===== config.mk =====
export PLATFORM = sky130hd
export DESIGN_NAME = ocm_port_arbiter
export DESIGN_NICKNAME = d
export VERILOG_FILES = /design/src/rtl/ocm_port_arbiter.sv
export SDC_FILE = /design/constraint.sdc
export NUM_CORES = 1
export LEC_CHECK = 0
export ABC_AREA = 1
export CAP_MARGIN = 0
export CORE_AREA = 2 2 157 159
export CTS_BUF_LIST = sky130_fd_sc_hd__clkbuf_2 sky130_fd_sc_hd__clkbuf_4 sky130_fd_sc_hd__clkbuf_8
export DETAILED_ROUTE_END_ITERATION = 12
export DIE_AREA = 0 0 159 161
export GPL_ROUTABILITY_DRIVEN = 0
export GPL_TIMING_DRIVEN = 0
export PLACE_DENSITY = 0.51
export SLEW_MARGIN = 25
export SYNTH_ARGS = -nofsm -noshare
export SYNTH_HDL_FRONTEND = slang
export SYNTH_SLANG_ARGS = --single-unit

===== constraint.sdc =====
create_clock -name clk -period 2.5 [get_ports clk]
set_clock_uncertainty 0.05 [all_clocks]
set_input_delay 0.375 -clock clk [delete_from_list [all_inputs] [get_ports clk]]
set_output_delay 0.375 -clock clk [all_outputs]
set_load 0.05 [all_outputs]

===== src/rtl/ocm_port_arbiter.sv =====
// Two-requester arbiter for one port of the noise-table on-chip memory.
// It uses round-robin with bounded bursts, an address range check, and a one-stage response path.
module ocm_port_arbiter #(
  parameter int ADDR_W     = 14,
  parameter int DATA_W     = 64,
  parameter int DEPTH      = 8960,
  parameter int BURST_MAX  = 4,
  parameter int FIXED_PRIO = 0
) (
  input  logic                clk,
  input  logic                reset,
  input  logic                freeze,
  input  logic                req_valid_0,
  input  logic                req_write_0,
  input  logic [ADDR_W-1:0]   req_addr_0,
  input  logic [DATA_W/8-1:0] req_be_0,
  input  logic [DATA_W-1:0]   req_wdata_0,
  input  logic                req_valid_1,
  input  logic                req_write_1,
  input  logic [ADDR_W-1:0]   req_addr_1,
  input  logic [DATA_W/8-1:0] req_be_1,
  input  logic [DATA_W-1:0]   req_wdata_1,
  output logic                req_ready_0,
  output logic                req_ready_1,
  output logic                rsp_valid_0,
  output logic                rsp_valid_1,
  output logic [DATA_W-1:0]   rsp_rdata,
  output logic                rsp_err,
  output logic [ADDR_W-1:0]   mem_address,
  output logic [DATA_W/8-1:0] mem_byteenable,
  output logic                mem_chipselect,
  output logic                mem_write,
  output logic [DATA_W-1:0]   mem_writedata,
  output logic                mem_clken,
  input  logic [DATA_W-1:0]   mem_readdata
);

  localparam int BE_W  = DATA_W / 8;
  localparam int CNT_W = $clog2(BURST_MAX + 1);
  localparam logic [CNT_W-1:0]  CNT_MAX = CNT_W'(BURST_MAX);
  localparam logic [ADDR_W:0]   LIMIT   = (ADDR_W + 1)'(DEPTH);

  typedef struct packed {
    logic              write;
    logic [ADDR_W-1:0] addr;
    logic [BE_W-1:0]   be;
    logic [DATA_W-1:0] wdata;
  } req_t;

  // Arbitration state.
  // owner_q is the last granted requester.
  // beat_cnt_q counts its consecutive beats; 0 means no burst is open.
  logic             owner_q;
  logic [CNT_W-1:0] beat_cnt_q;

  // Response stage state.
  logic rsp_valid_0_q;
  logic rsp_valid_1_q;
  logic rsp_err_q;
  logic rsp_read_q;

  logic grant_any;
  logic grant_sel;
  req_t sel_req;
  logic in_range;

  // Grant decision
  always_comb begin
    logic [1:0] valid;
    logic       owner_cont;
    // NOTE: defaults first so every path assigns every signal; no latch can be inferred.
    grant_any  = 1'b0;
    grant_sel  = 1'b0;
    valid      = {req_valid_1, req_valid_0};
    owner_cont = (beat_cnt_q != '0) && (beat_cnt_q < CNT_MAX);
    if (!reset && !freeze) begin
      if (FIXED_PRIO != 0) begin
        if (valid[0]) begin
          grant_any = 1'b1;
          grant_sel = 1'b0;
        end else if (valid[1]) begin
          grant_any = 1'b1;
          grant_sel = 1'b1;
        end
      end else begin
        // The owner keeps the grant during an open burst. It also keeps it when it is alone.
        if (valid[owner_q] && (owner_cont || !valid[!owner_q])) begin
          grant_any = 1'b1;
          grant_sel = owner_q;
        end else if (valid[!owner_q]) begin
          grant_any = 1'b1;
          grant_sel = !owner_q;
        end
      end
    end
  end

  assign req_ready_0 = grant_any && !grant_sel;
  assign req_ready_1 = grant_any &&  grant_sel;

  assign sel_req  = grant_sel ? req_t'{req_write_1, req_addr_1, req_be_1, req_wdata_1}
                              : req_t'{req_write_0, req_addr_0, req_be_0, req_wdata_0};
  assign in_range = {1'b0, sel_req.addr} < LIMIT;

  // Memory port drive
  always_comb begin
    mem_address    = '0;
    mem_byteenable = '0;
    mem_writedata  = '0;
    mem_chipselect = 1'b0;
    mem_write      = 1'b0;
    if (grant_any) begin
      mem_address    = sel_req.addr;
      mem_byteenable = sel_req.be;
      mem_writedata  = sel_req.wdata;
      mem_chipselect = in_range;
      mem_write      = in_range && sel_req.write;
    end
  end

  assign mem_clken = 1'b1;

  // Owner pointer and burst counter
  always_ff @(posedge clk or posedge reset) begin
    if (reset) begin
      // NOTE: state registers use non-blocking assignments so all flops update together at the edge.
      owner_q    <= 1'b1;
      beat_cnt_q <= '0;
    end else if (!grant_any) begin
      beat_cnt_q <= '0;
    end else if ((grant_sel == owner_q) && (beat_cnt_q != '0)) begin
      if (beat_cnt_q < CNT_MAX) begin
        beat_cnt_q <= beat_cnt_q + 1'b1;
      end
    end else begin
      owner_q    <= grant_sel;
      beat_cnt_q <= CNT_W'(1);
    end
  end

  // Response stage: one entry, loaded on every accept, so no backpressure is needed.
  always_ff @(posedge clk or posedge reset) begin
    if (reset) begin
      rsp_valid_0_q <= 1'b0;
      rsp_valid_1_q <= 1'b0;
      rsp_err_q     <= 1'b0;
      rsp_read_q    <= 1'b0;
    end else begin
      rsp_valid_0_q <= grant_any && !grant_sel;
      rsp_valid_1_q <= grant_any &&  grant_sel;
      rsp_err_q     <= grant_any && !in_range;
      rsp_read_q    <= grant_any &&  in_range && !sel_req.write;
    end
  end

  assign rsp_valid_0 = rsp_valid_0_q;
  assign rsp_valid_1 = rsp_valid_1_q;
  assign rsp_err     = rsp_err_q;
  // The memory q is unregistered, so read data is taken straight from the port in the response cycle.
  assign rsp_rdata   = rsp_read_q ? mem_readdata : '0;

endmodule

# [After elaboration in Yosys (flattened, before gate mapping)]
# Cells that the tools add are included.
[classes] add_sub_neg=1 order_cmp=4 mux=20 n_mul=0 n_reduce_logical=20 shifts=0 n_div=0 n_bitwise=1 eq_ne=2
[op_table] op="64-bit two-way mux" count=2
[op_table] op="87-bit two-way mux" count=1
[op_table] op="14-bit less-than comparator, second input constant" count=1
[op_table] op="14-bit two-way mux" count=1
[op_table] op="1-bit two-way mux" count=12
[op_table] op="1-bit logical AND" count=10
[op_table] op="3-bit two-way mux" count=3
[op_table] op="8-bit two-way mux" count=1
[op_table] op="1-bit zero test" count=7
[op_table] op="1-bit by 2-bit less-than comparator with 1-bit output, second input constant" count=2
[op_table] op="3-bit by 1-bit adder with 3-bit output, second input constant" count=1
[op_table] op="3-bit less-than comparator, second input constant" count=1
[op_table] op="3-bit inequality test, second input constant" count=1
[op_table] op="3-bit nonzero test" count=1
[op_table] op="2-bit AND reduction" count=1
[op_table] op="1-bit equality test" count=1
[op_table] op="1-bit logical OR" count=1
[op_table] op="1-bit NOT" count=1
[word_totals] mem_bits_rw=0 latchBits=0 output_inout_bits=158 regBits=8 rom_bits=0 wordCells=54 inputBits=243 mem_count=0

# [Longest topological paths before layout]
# Gate-level depths: netlist of run 1.
[depth] word_depth=12 mapped_depth=14 depth_no_buf=13

# [Worst setup path before layout of run 1]
# No wires, ideal clock.
[synth_path] kind="reg-to-output" startpoint="register beat_cnt_q[0]" endpoint="output port mem_write" path_buffers=1 path_slack_ps=-42 t_arrival_ps=2117 path_stages_with_launch=13 path_cell_list="dfrtp_1 inv_1 ha_1 o21ai_1 nand3_2 nand2_4 buf_6 nand2_1 o21ai_1 nand3_1 nand2_1 nand2_2 nor2_1"
[synth_via] elab_chain_cells=10
[synth_rtl] item="start: declaration" line_no="54" rtl="logic [CNT_W-1:0] beat_cnt_q;"
[synth_rtl] item="start signal: assignment" line_no="133" rtl="beat_cnt_q <= beat_cnt_q + 1'b1;"
[synth_rtl] item="3-bit less-than comparator / 3-bit nonzero test (equally long branches)" line_no="75" rtl="owner_cont = (beat_cnt_q != '0) && (beat_cnt_q < CNT_MAX);"
[synth_rtl] item="1-bit logical AND (*)" line_no="75"
[synth_rtl] item="1-bit logical OR (*)" line_no="87" rtl="if (valid[owner_q] && (owner_cont || !valid[!owner_q])) begin"
[synth_rtl] item="1-bit logical AND (*)" line_no="87"
[synth_rtl] item="1-bit two-way mux" line_no="87"
[synth_rtl] item="1-bit two-way mux" line_no="76" rtl="if (!reset && !freeze) begin"
[synth_rtl] item="87-bit two-way mux" line_no="101" rtl="assign sel_req = grant_sel ? req_t'{req_write_1, req_addr_1, req_be_1, req_wdata_1}"
[synth_rtl] item="14-bit less-than comparator" line_no="103" rtl="assign in_range = {1'b0, sel_req.addr} < LIMIT;"
[synth_rtl] item="1-bit logical AND" line_no="117" rtl="mem_write = in_range && sel_req.write;"
[synth_rtl] item="1-bit two-way mux (*)" line_no="112" rtl="if (grant_any) begin"
[synth_rtl] item="end: declaration" line_no="32" rtl="output logic mem_write,"
# Mark *: on every way between the ends. The rest lies on a longest branch, timed or not.

# [Final worst setup path of run 1]
[layout_path] startpoint="register beat_cnt_q[0]" endpoint="output port mem_writedata[13]"
[layout_via] elab_chain_cells=8
[layout_rtl] item="3-bit less-than comparator / 3-bit nonzero test (equally long branches)" line_no="75"
[layout_rtl] item="1-bit logical AND (*)" line_no="75"
[layout_rtl] item="1-bit logical OR (*)" line_no="87"
[layout_rtl] item="1-bit logical AND (*)" line_no="87"
[layout_rtl] item="1-bit two-way mux" line_no="87"
[layout_rtl] item="1-bit two-way mux" line_no="76"
[layout_rtl] item="87-bit two-way mux" line_no="101"
[layout_rtl] item="64-bit two-way mux (*)" line_no="112"
[layout_rtl] item="end: declaration" line_no="33" rtl="output logic [DATA_W-1:0] mem_writedata,"
# Marked as above.

==> impl_metrics.toml, run 1 <==
[floorplanning]
initial_core_util_pct = 8.16
dieWidth_um = 159
die_area_um2 = 25600
io_pins = 401
fp.dieH_um = 161
fp.coreArea_um2 = 24000
rows = 57

[synthesis]
syn_area_per_cell_um2 = 6.18
yosysTopAreaCell = "a22o_1"
syn_inst = 316
ys_types = 28
synth_common_cells = "nand2_1 (82), a22o_1 (80), inv_1 (75)"
synth_top_family_by_area = "compound AO/OA/AOI/OAI gates"
synth_top_area_share_pct = 35.9
synth_compound_area_share_pct = 39.2
synthSimpleGateAreaFrac_pct = 24.5
synth-seq-cells = 8
synth_xor_area_share_pct = 0
async_flop_share_pct = 100
synth_edf_count = 0
synth-main-ff-cell = "dfrtp_1"
synthAdderAreaFrac_pct = 1.28
synthMuxAreaShare_pct = 0
syn-cell-area_um2 = 1950
synth.most_common_cell = "nand2_1"
netlist_top_cells_area = "a22o_1 (36%), nand2_1 (16%), inv_1 (14%), dfrtp_1 (9.0%), buf_6 (5.8%)"
yosys_warnings = 0
seq_area_frac_synth_pct = 10.3
synth_nets = 561

[clock_tree]
clkTransAtPathRegs_ns = 0.05
cts_buffers = 3
cts_tree = "done"
clockRootBuffer = "clkbuf_8"
cts.sinks = 8
cts.path.max_buffers = 2
insertion_delay_ns = 0.23
htreeDepth = 1

[min_path]
hp-class = "input port to asynchronous set/reset pin"

[timing]
relSlewSlack_pct = 62.2
fmax_mhz = 392
min_period_ns = 2.55
setup_viol = 28
timing.final.crit_share_pct = 102
hold-worst-slack_ns = 0.214
worst_slack_ns = -0.0488
hold_viol_final = 0
finalMaxSlewViolations = 0
tightest_slew_ns = 0.565
rsz0062_at_grt = "yes"
tns_ns = -0.306

[setup_path]
worstPathMaxFanout = 7
cp_data_arrival_time_ns = 2.12
crit_path_end_kind = "output port"
setup.worst_path.start = "beat_cnt_q[0]"
cp-start-kind = "flop"
r2r_cells = 19
rr_startpoint = "beat_cnt_q[0]"
critPathKind = "flop to output port"
worstPathRequired_ns = 2.08

[power]
power.share.sequential_pct = 8.5
power_switching_mw = 0.746
p_total_mw = 1.69
power.leakage_nw = 3.72
p_sw_share_pct = 44.1
comb_power_share_pct = 80.6
clockPowerShare_pct = 10.9
intPower_mw = 0.946
powerDensity_nw_per_um2 = 242
vdd_drop_max_uv = 102

[job]
maxCapViolations = 0

[layout]
fin_util_pct = 29.2
fin_cells = 1078
drive_above_1_share_pct = 25.6
nets = 999
area_growth_syn_to_layout_pct = 258

[outcome]
violations = "setup timing"
outcome = "finished, violations left"

[global_routing]
antenna_found_initial = 2
grt_pass1_vias = 4033
track_usage_pct = 12.7
grt_max_degree = 12
overflow = 0
grt_pass1_wl_um = 24800

[route]
dr_total_vias = 3921
firstDrtPassIters = 4
wl_um = 17400
wl_per_cell_um = 16.1
first_iter_violations = 121
ant_nets = 0
vias_per_cell = 3.64
drc = 0

[place]
dp.cells = 1039
io_buffers = 399
dp_hpwl_um = 14400
[metrics by stage]
| stage | area (µm²) | worst slack (ns) |
|---|---|---|
| after floorplan | 1960 | 0.0905 |
| after global placement | 6360 | -0.977 |
| after detailed placement | 6360 | -0.950 |
| after CTS | 6980 | -0.0892 |
| after global routing | 7000 | -0.119 |
| final | 7010 | -0.0488 |
[worst paths after layout]
path | to | slack (ns)
worst max register to register | rsp_read_q | 0.03
min in group clk | owner_q | 0.49
worst min-delay path | beat_cnt_q[1] | 0.21
max in group asynchronous | owner_q | 1.88
worst min register to register | owner_q | 0.49
worst max-delay path | mem_writedata[13] | -0.05
[flip-flops by register name, summed over array words and instances (netlist names)]
register	count
owner_q	1
rsp_read_q	1
rsp_valid_0	1
rsp_err	1
rsp_valid_1	1
beat_cnt_q	3
[critical path, cell delays in order (launching register included)]
cell and delay (ns):
dfrtp_1 0.36, inv_2 0.06, ha_4 0.18, o21ai_4 0.17
nand3_4 0.12, nand2_4 0.10, inv_4 0.04, nor2_4 0.12
buf_12 0.16, buf_8 0.11, buf_8 0.10, a22o_1 0.18
buf_6 0.17
[area by class of cell]
class	instances	area, µm²
buffer	24	241
tap	324	405
inverter	78	298
fill	2648	17000
sequential	8	201
antenna	1	2.50
multi-input combinational	204	1440
timing repair buffer	435	4370
clock buffer	4	48.8
[layout by cell type, fill, tap and decap left out, drive strengths merged]
cell,n
a21oi,6
a22o,80
buf,138
clkbuf,16
clkdlybuf4s50,247
conb,1
dfrtp,7
dfstp,1
diode,1
dlygate4sd2,62
ha,2
inv,78
nand2,86
nand3,8
nand4,1
nor2,12
nor3,1
o21ai,5
o22ai,1
or2,1
[cells by family (layout without fill, tap and decap cells)]
family	count (synthesis)	after routing
other	1	2
DFF	8	8
AOI/OAI and AO/OA	92	92
buffers and inverters	104	541
and+or+nand+nor	109	109
adders and majority gates	2	2
[per-layer routing]
layer  up-vias  global-route usage, %  share of wire (%)
li1       1911                      -                  -
met1      1756                   13.1                 35
met2       242                   24.5                 53
met3        12                   5.11                 11
met4         0                   2.07               0.88
met5         -                      0                  0
[power groups by stage]
stage | clock [mW] | combinational [mW] | sequential [mW]
finish | 0.184 | 1.36 | 0.144
global placement | 0 | 1.23 | 0.144
floorplan | 0 | 0.573 | 0.151
CTS | 0.193 | 1.36 | 0.144
detailed placement | 0 | 1.22 | 0.144
global route | 0.196 | 1.43 | 0.145
[what timing repair did]
item                       CTS  global route
pin swaps                   23            24
hold buffers                 0             0
cloned                       7             1
setup endpoints to repair  150            94
buffers inserted            32             1
resized for setup          687            53
(Power assumes the default switching activity.)
==> run 2: changes to the inputs <==
--- a/config.mk
+++ b/config.mk
@@ -12,7 +12,7 @@
 export DETAILED_ROUTE_END_ITERATION = 12
 export DIE_AREA = 0 0 159 161
 export GPL_ROUTABILITY_DRIVEN = 0
-export GPL_TIMING_DRIVEN = 0
+export GPL_TIMING_DRIVEN = 1
 export PLACE_DENSITY = 0.51
 export SLEW_MARGIN = 25
 export SYNTH_ARGS = -nofsm -noshare
==> run 2 against run 1 <==
  * The run now ends clean
  * Largest cell class unchanged
  * Sequential power about the same
  * Highest routed layer is now met5
  * Clock power about the same
  * Non-clock buffer count down 21
  * Power down 3.5%
  * Maximum frequency up 3.0%
  * Worst hold slack better by 0.0058 ns
  * Critical endpoint is now mem_writedata[38]
==> impl_metrics.toml, run 2 (synthesis gave the netlist of run 1 again) <==
[global_routing]
overflow = 0
grt_pass1_wl_um = 22200
grt_pass1_vias = 3769
grt_max_degree = 33
antenna_found_initial = 7
track_usage_pct = 11.3

[power]
p_total_mw = 1.63
power.leakage_nw = 3.46
power_switching_mw = 0.714
clockPowerShare_pct = 11.3
comb_power_share_pct = 79.7
intPower_mw = 0.919
powerDensity_nw_per_um2 = 243
p_sw_share_pct = 43.7
vdd_drop_max_uv = 112
power.share.sequential_pct = 9.0

[floorplanning]
fp.dieH_um = 161
rows = 57
io_pins = 401
die_area_um2 = 25600
fp.coreArea_um2 = 24000
dieWidth_um = 159
initial_core_util_pct = 8.16

[layout]
max_flop_register = "beat_cnt_q"
largest_register_ffs = 3
nets = 978
fin_util_pct = 28.0
final_common_cell = "clkdlybuf4s50_1"
layout_common_cells = "clkdlybuf4s50_1 (243), buf_4 (98), nand2_1 (80)"
drive_above_1_share_pct = 31.0
n_fill_cell = 2601
area_growth_syn_to_layout_pct = 244

[setup_path]
slowest_delay_ns = 0.38
cp-start-kind = "flop"
crit_path_end_kind = "output port"
cp_data_arrival_time_ns = 2.05
cpMaxStageDelayCell = "dfrtp_1"
cp_num_buf_inv = 5
critPathKind = "flop to output port"
worstPathMaxFanout = 14
path_cells = "inv_2 -> ha_4 -> nor2_2 -> nand2_1 -> nand3_2 -> nand2_4 -> inv_2 -> nor2_4 -> buf_12 -> buf_4 -> a22o_1 -> buf_6"
cp_common_cell = "inv_2"
path_delay_family = "buffers and inverters"
worstPathRequired_ns = 2.08

[timing]
relSlewSlack_pct = 62.8
min_period_ns = 2.47
timing.final.crit_share_pct = 99.0
tightest_slew_ns = 0.558
rsz0062_at_grt = "yes"
hold-worst-slack_ns = 0.219
fmax_mhz = 404
hold_viol_final = 0
setup_viol = 0
finalMaxSlewViolations = 0

[route]
dr_total_vias = 3816
wl_um = 15800
wl_per_cell_um = 14.9
ant_nets = 0
first_iter_violations = 95
drc = 0
firstDrtPassIters = 4
vias_per_cell = 3.60

[clock_tree]
cts.sinks = 8
htreeDepth = 1
cts_tree = "done"
insertion_delay_ns = 0.24
clkTransAtPathRegs_ns = 0.05
clockRootBuffer = "clkbuf_8"
cts_buffers = 3
cts.path.max_buffers = 2

[outcome]
outcome = "finished, final reports clean"

[place]
dp_hpwl_um = 13900
io_buffers = 399

[job]
maxCapViolations = 0

[min_path]
hp-class = "input port to asynchronous set/reset pin"
## run 2: cell types whose count changed in the layout (fill, tap and decap cells not counted), sizes merged
| cell | previous run | this run |
|---|---|---|
| buf | 138 | 193 |
| clkdlybuf4s50 | 247 | 243 |
| clkbuf | 16 | 4 |
| diode | 1 | 3 |
| dlygate4sd2 | 62 | 2 |
## run 2: worst register-to-register path, delay by kind of cell (launching register included)
| family | cells | cell delay [ns] |
|---|---|---|
| buffers and inverters | 4 | 0.66 |
| flip-flops | 1 | 0.37 |
| adder cells (fa/ha/maj) | 1 | 0.16 |
| AO/OA/AOI/OAI | 1 | 0.12 |
| AND/OR/NAND/NOR | 7 | 0.59 |
## run 2: area by class of cell
class / instances / area, µm² / area share [%]
well taps: 324 / 405 / 6.04
repair buffers: 438 / 4400 / 65.5
diodes: 3 / 7.51 / 0.112
inverters: 78 / 295 / 4.40
flip-flops and latches: 8 / 203 / 3.02
multi-input cells: 204 / 1360 / 20.2
clock buffers: 4 / 48.8 / 0.727
## run 2: path summary, 6_finish.rpt
kind                                      to  slack [ns]     startpoint  cells past startpoint
max                        mem_writedata[38]        0.03  beat_cnt_q[0]                     12
min                            beat_cnt_q[1]        0.22          reset                      2
max reg2reg                    beat_cnt_q[0]        0.45  beat_cnt_q[1]                     13
min reg2reg                          owner_q        0.46        owner_q                      2
max in group asynchronous            owner_q        1.85          reset                      2
min in group clk                     owner_q        0.46        owner_q                      2
## run 2: repair_timing
action / 4_1_cts / 5_1_grt
buffers inserted: 3 / 2
hold buffers: 0 / 0
cloned: 0 / 0
resized for setup: 30 / 75
setup endpoints to repair: 82 / 83
pin swaps: 5 / 11
## run 2: power groups by stage
stage | logic (mW) | clock network [mW] | registers (mW)
after CTS | 1.25 | 0.196 | 0.147
after global routing | 1.37 | 0.200 | 0.148
after global placement | 1.23 | 0 | 0.149
after detailed placement | 1.22 | 0 | 0.149
after floorplan | 0.573 | 0 | 0.151
final | 1.30 | 0.185 | 0.146
## run 2: metrics by stage
stage                     area (µm²)  setup slack, ns  instances  setup TNS (ns)
after global placement          6230          -0.0508       1047          -0.219
final                           6720           0.0260       1059               0
after floorplan                 1960           0.0905        316               0
after detailed placement        6230          -0.0624       1047          -0.394
after global routing            6710          -0.0926       1057           -3.65
after CTS                       6410         -0.00289       1054        -0.00289
## run 2: per-layer routing
layer	part of all wire [%]	routed length [µm]	GRT usage, %
met1	33	5180	11.1
met4	1.6	251	2.85
met2	53	8350	21.5
met3	12	1970	5.06
met5	0.082	13	0
==> run 3: changes to the inputs <==
--- a/config.mk
+++ b/config.mk
@@ -14,6 +14,7 @@
 export GPL_ROUTABILITY_DRIVEN = 0
 export GPL_TIMING_DRIVEN = 1
 export PLACE_DENSITY = 0.51
+export SKIP_CTS_REPAIR_TIMING = 1
 export SLEW_MARGIN = 25
 export SYNTH_ARGS = -nofsm -noshare
 export SYNTH_HDL_FRONTEND = slang
==> run 3 against run 2 <==
  * Critical path depth is 1 lower
  * Clock power hardly changed
  * Routed wire length is 1.3% higher
  * Die area stayed put
  * Combinational power hardly changed
  * Sequential share of layout area hardly changed
  * Maximum frequency is 0.62% lower
  * Utilization is 0.11 points higher
  * Final cell count hardly changed
  * Non-clock buffer count is 1 higher
  * Clock-buffer cell count stayed put
  * Global-route usage hardly changed
  * Critical path type unchanged
==> impl_metrics.toml, run 3 (synthesis gave the netlist of run 1 again) <==
[outcome]
outcome = "finished, final reports clean"

[route]
dr_total_vias = 3800
vias_per_cell = 3.58
drc = 0
wl_um = 16000
first_iter_violations = 103
firstDrtPassIters = 4
ant_nets = 0
wl_per_cell_um = 15.1

[timing]
hold-worst-slack_ns = 0.107
tightest_slew_ns = 0.556
finalMaxSlewViolations = 0
min_period_ns = 2.49
worst_slack_ns = 0.0107
hold_viol_final = 0
fmax_mhz = 402
timing.final.crit_share_pct = 99.6
setup_viol = 0
rsz0062_at_grt = "yes"
relSlewSlack_pct = 62.9

[global_routing]
grt_pass1_vias = 3739
track_usage_pct = 11.2
antenna_found_initial = 7
grt_max_degree = 33
grt_pass1_wl_um = 22100
overflow = 0

[setup_path]
cp_data_arrival_time_ns = 2.06
crit_path_end_kind = "output port"
worstPathRequired_ns = 2.08
rrSetupSlack_ns = 0.46
slowest_delay_ns = 0.38
cpMaxStageDelayCell = "dfrtp_1"
path_cells = "inv_2 -> ha_4 -> o21ai_2 -> nand3_2 -> nand2_4 -> inv_2 -> nor2_4 -> buf_12 -> buf_12 -> a22o_1 -> buf_6"
cp-start-kind = "flop"
critPathKind = "flop to output port"
worstPathMaxFanout = 18

[clock_tree]
insertion_delay_ns = 0.24
htreeDepth = 1
clkTransAtPathRegs_ns = 0.05
cts_buffers = 3
cts_tree = "done"
cts.path.max_buffers = 2
clockRootBuffer = "clkbuf_8"
cts.sinks = 8

[place]
placed_cell_area_um2 = 6230
dp_hpwl_um = 13900
io_buffers = 399
place_ws_ns = -0.0624

[floorplanning]
io_pins = 401
die_area_um2 = 25600
initial_core_util_pct = 8.16
dieWidth_um = 159
fp.coreArea_um2 = 24000
fp.dieH_um = 161
rows = 57

[layout]
post-route-cell-area_um2 = 6740
nets = 979
final_common_cell = "clkdlybuf4s50_1"
max_flop_register = "beat_cnt_q"
layout_common_cells = "clkdlybuf4s50_1 (243), buf_4 (97), nand2_1 (81)"
largest_register_ffs = 3
area_growth_syn_to_layout_pct = 245
drive_above_1_share_pct = 31.0

[job]
maxCapViolations = 0

[power]
vdd_drop_max_uv = 111
powerDensity_nw_per_um2 = 243
p_total_mw = 1.64
power.leakage_nw = 3.48

[min_path]
hp-class = "input port to asynchronous set/reset pin"
## run 3: power by group
group / leakage [nW] / internal [mW] / switching [mW]
Sequential: 0.104 / 0.138 / 0.00860
Clock: 0.0262 / 0.122 / 0.0630
Combinational: 3.35 / 0.662 / 0.644
Total: 3.48 / 0.922 / 0.716
## run 3: worst paths after layout
path / endpoint / start / cells after the start
setup / recovery: mem_writedata[13] / beat_cnt_q[1] / 11
hold / removal: beat_cnt_q[1] / reset / 2
setup reg to reg: beat_cnt_q[0] / beat_cnt_q[1] / 13
hold reg to reg: owner_q / owner_q / 2
max in group asynchronous: owner_q / reset / 2
min in group clk: owner_q / owner_q / 2
## run 3: area by class of cell
cell class | count | area [µm²]
Timing Repair Buffer | 439 | 4430
Clock buffer | 4 | 48.8
Tap cell | 324 | 405
Antenna cell | 3 | 7.51
Multi-Input combinational cell | 204 | 1350
Inverter | 78 | 293
Fill cell | 2605 | 17200
Sequential cell | 8 | 203
## run 3: worst max-delay path, delay by kind of cell, from the launching register on
family                     cells  cell delay (ns)
buffers and inverters          5             0.62
DFF                            1             0.38
and+or+nand+nor                3             0.35
AOI/OAI and AO/OA              2             0.30
adders and majority gates      1             0.17
## run 3: through the flow
step,instances,TNS (ns),utilization [%]
after global placement,1047,-0.219,26.0
after floorplan,316,0,-
final,1060,0,28.1
after CTS,1051,-5.68,26.2
after global routing,1058,-4.86,28.1
after detailed placement,1047,-0.394,26.0
## run 3: per-layer routing
layer  up-vias  track usage [%]  routed length, µm
met5         -                0                 13
met1      1671             11.1               5330
met2       237             21.4               8480
li1       1870                -                  -
met4         2             2.85                240
met3        20             5.06               1910
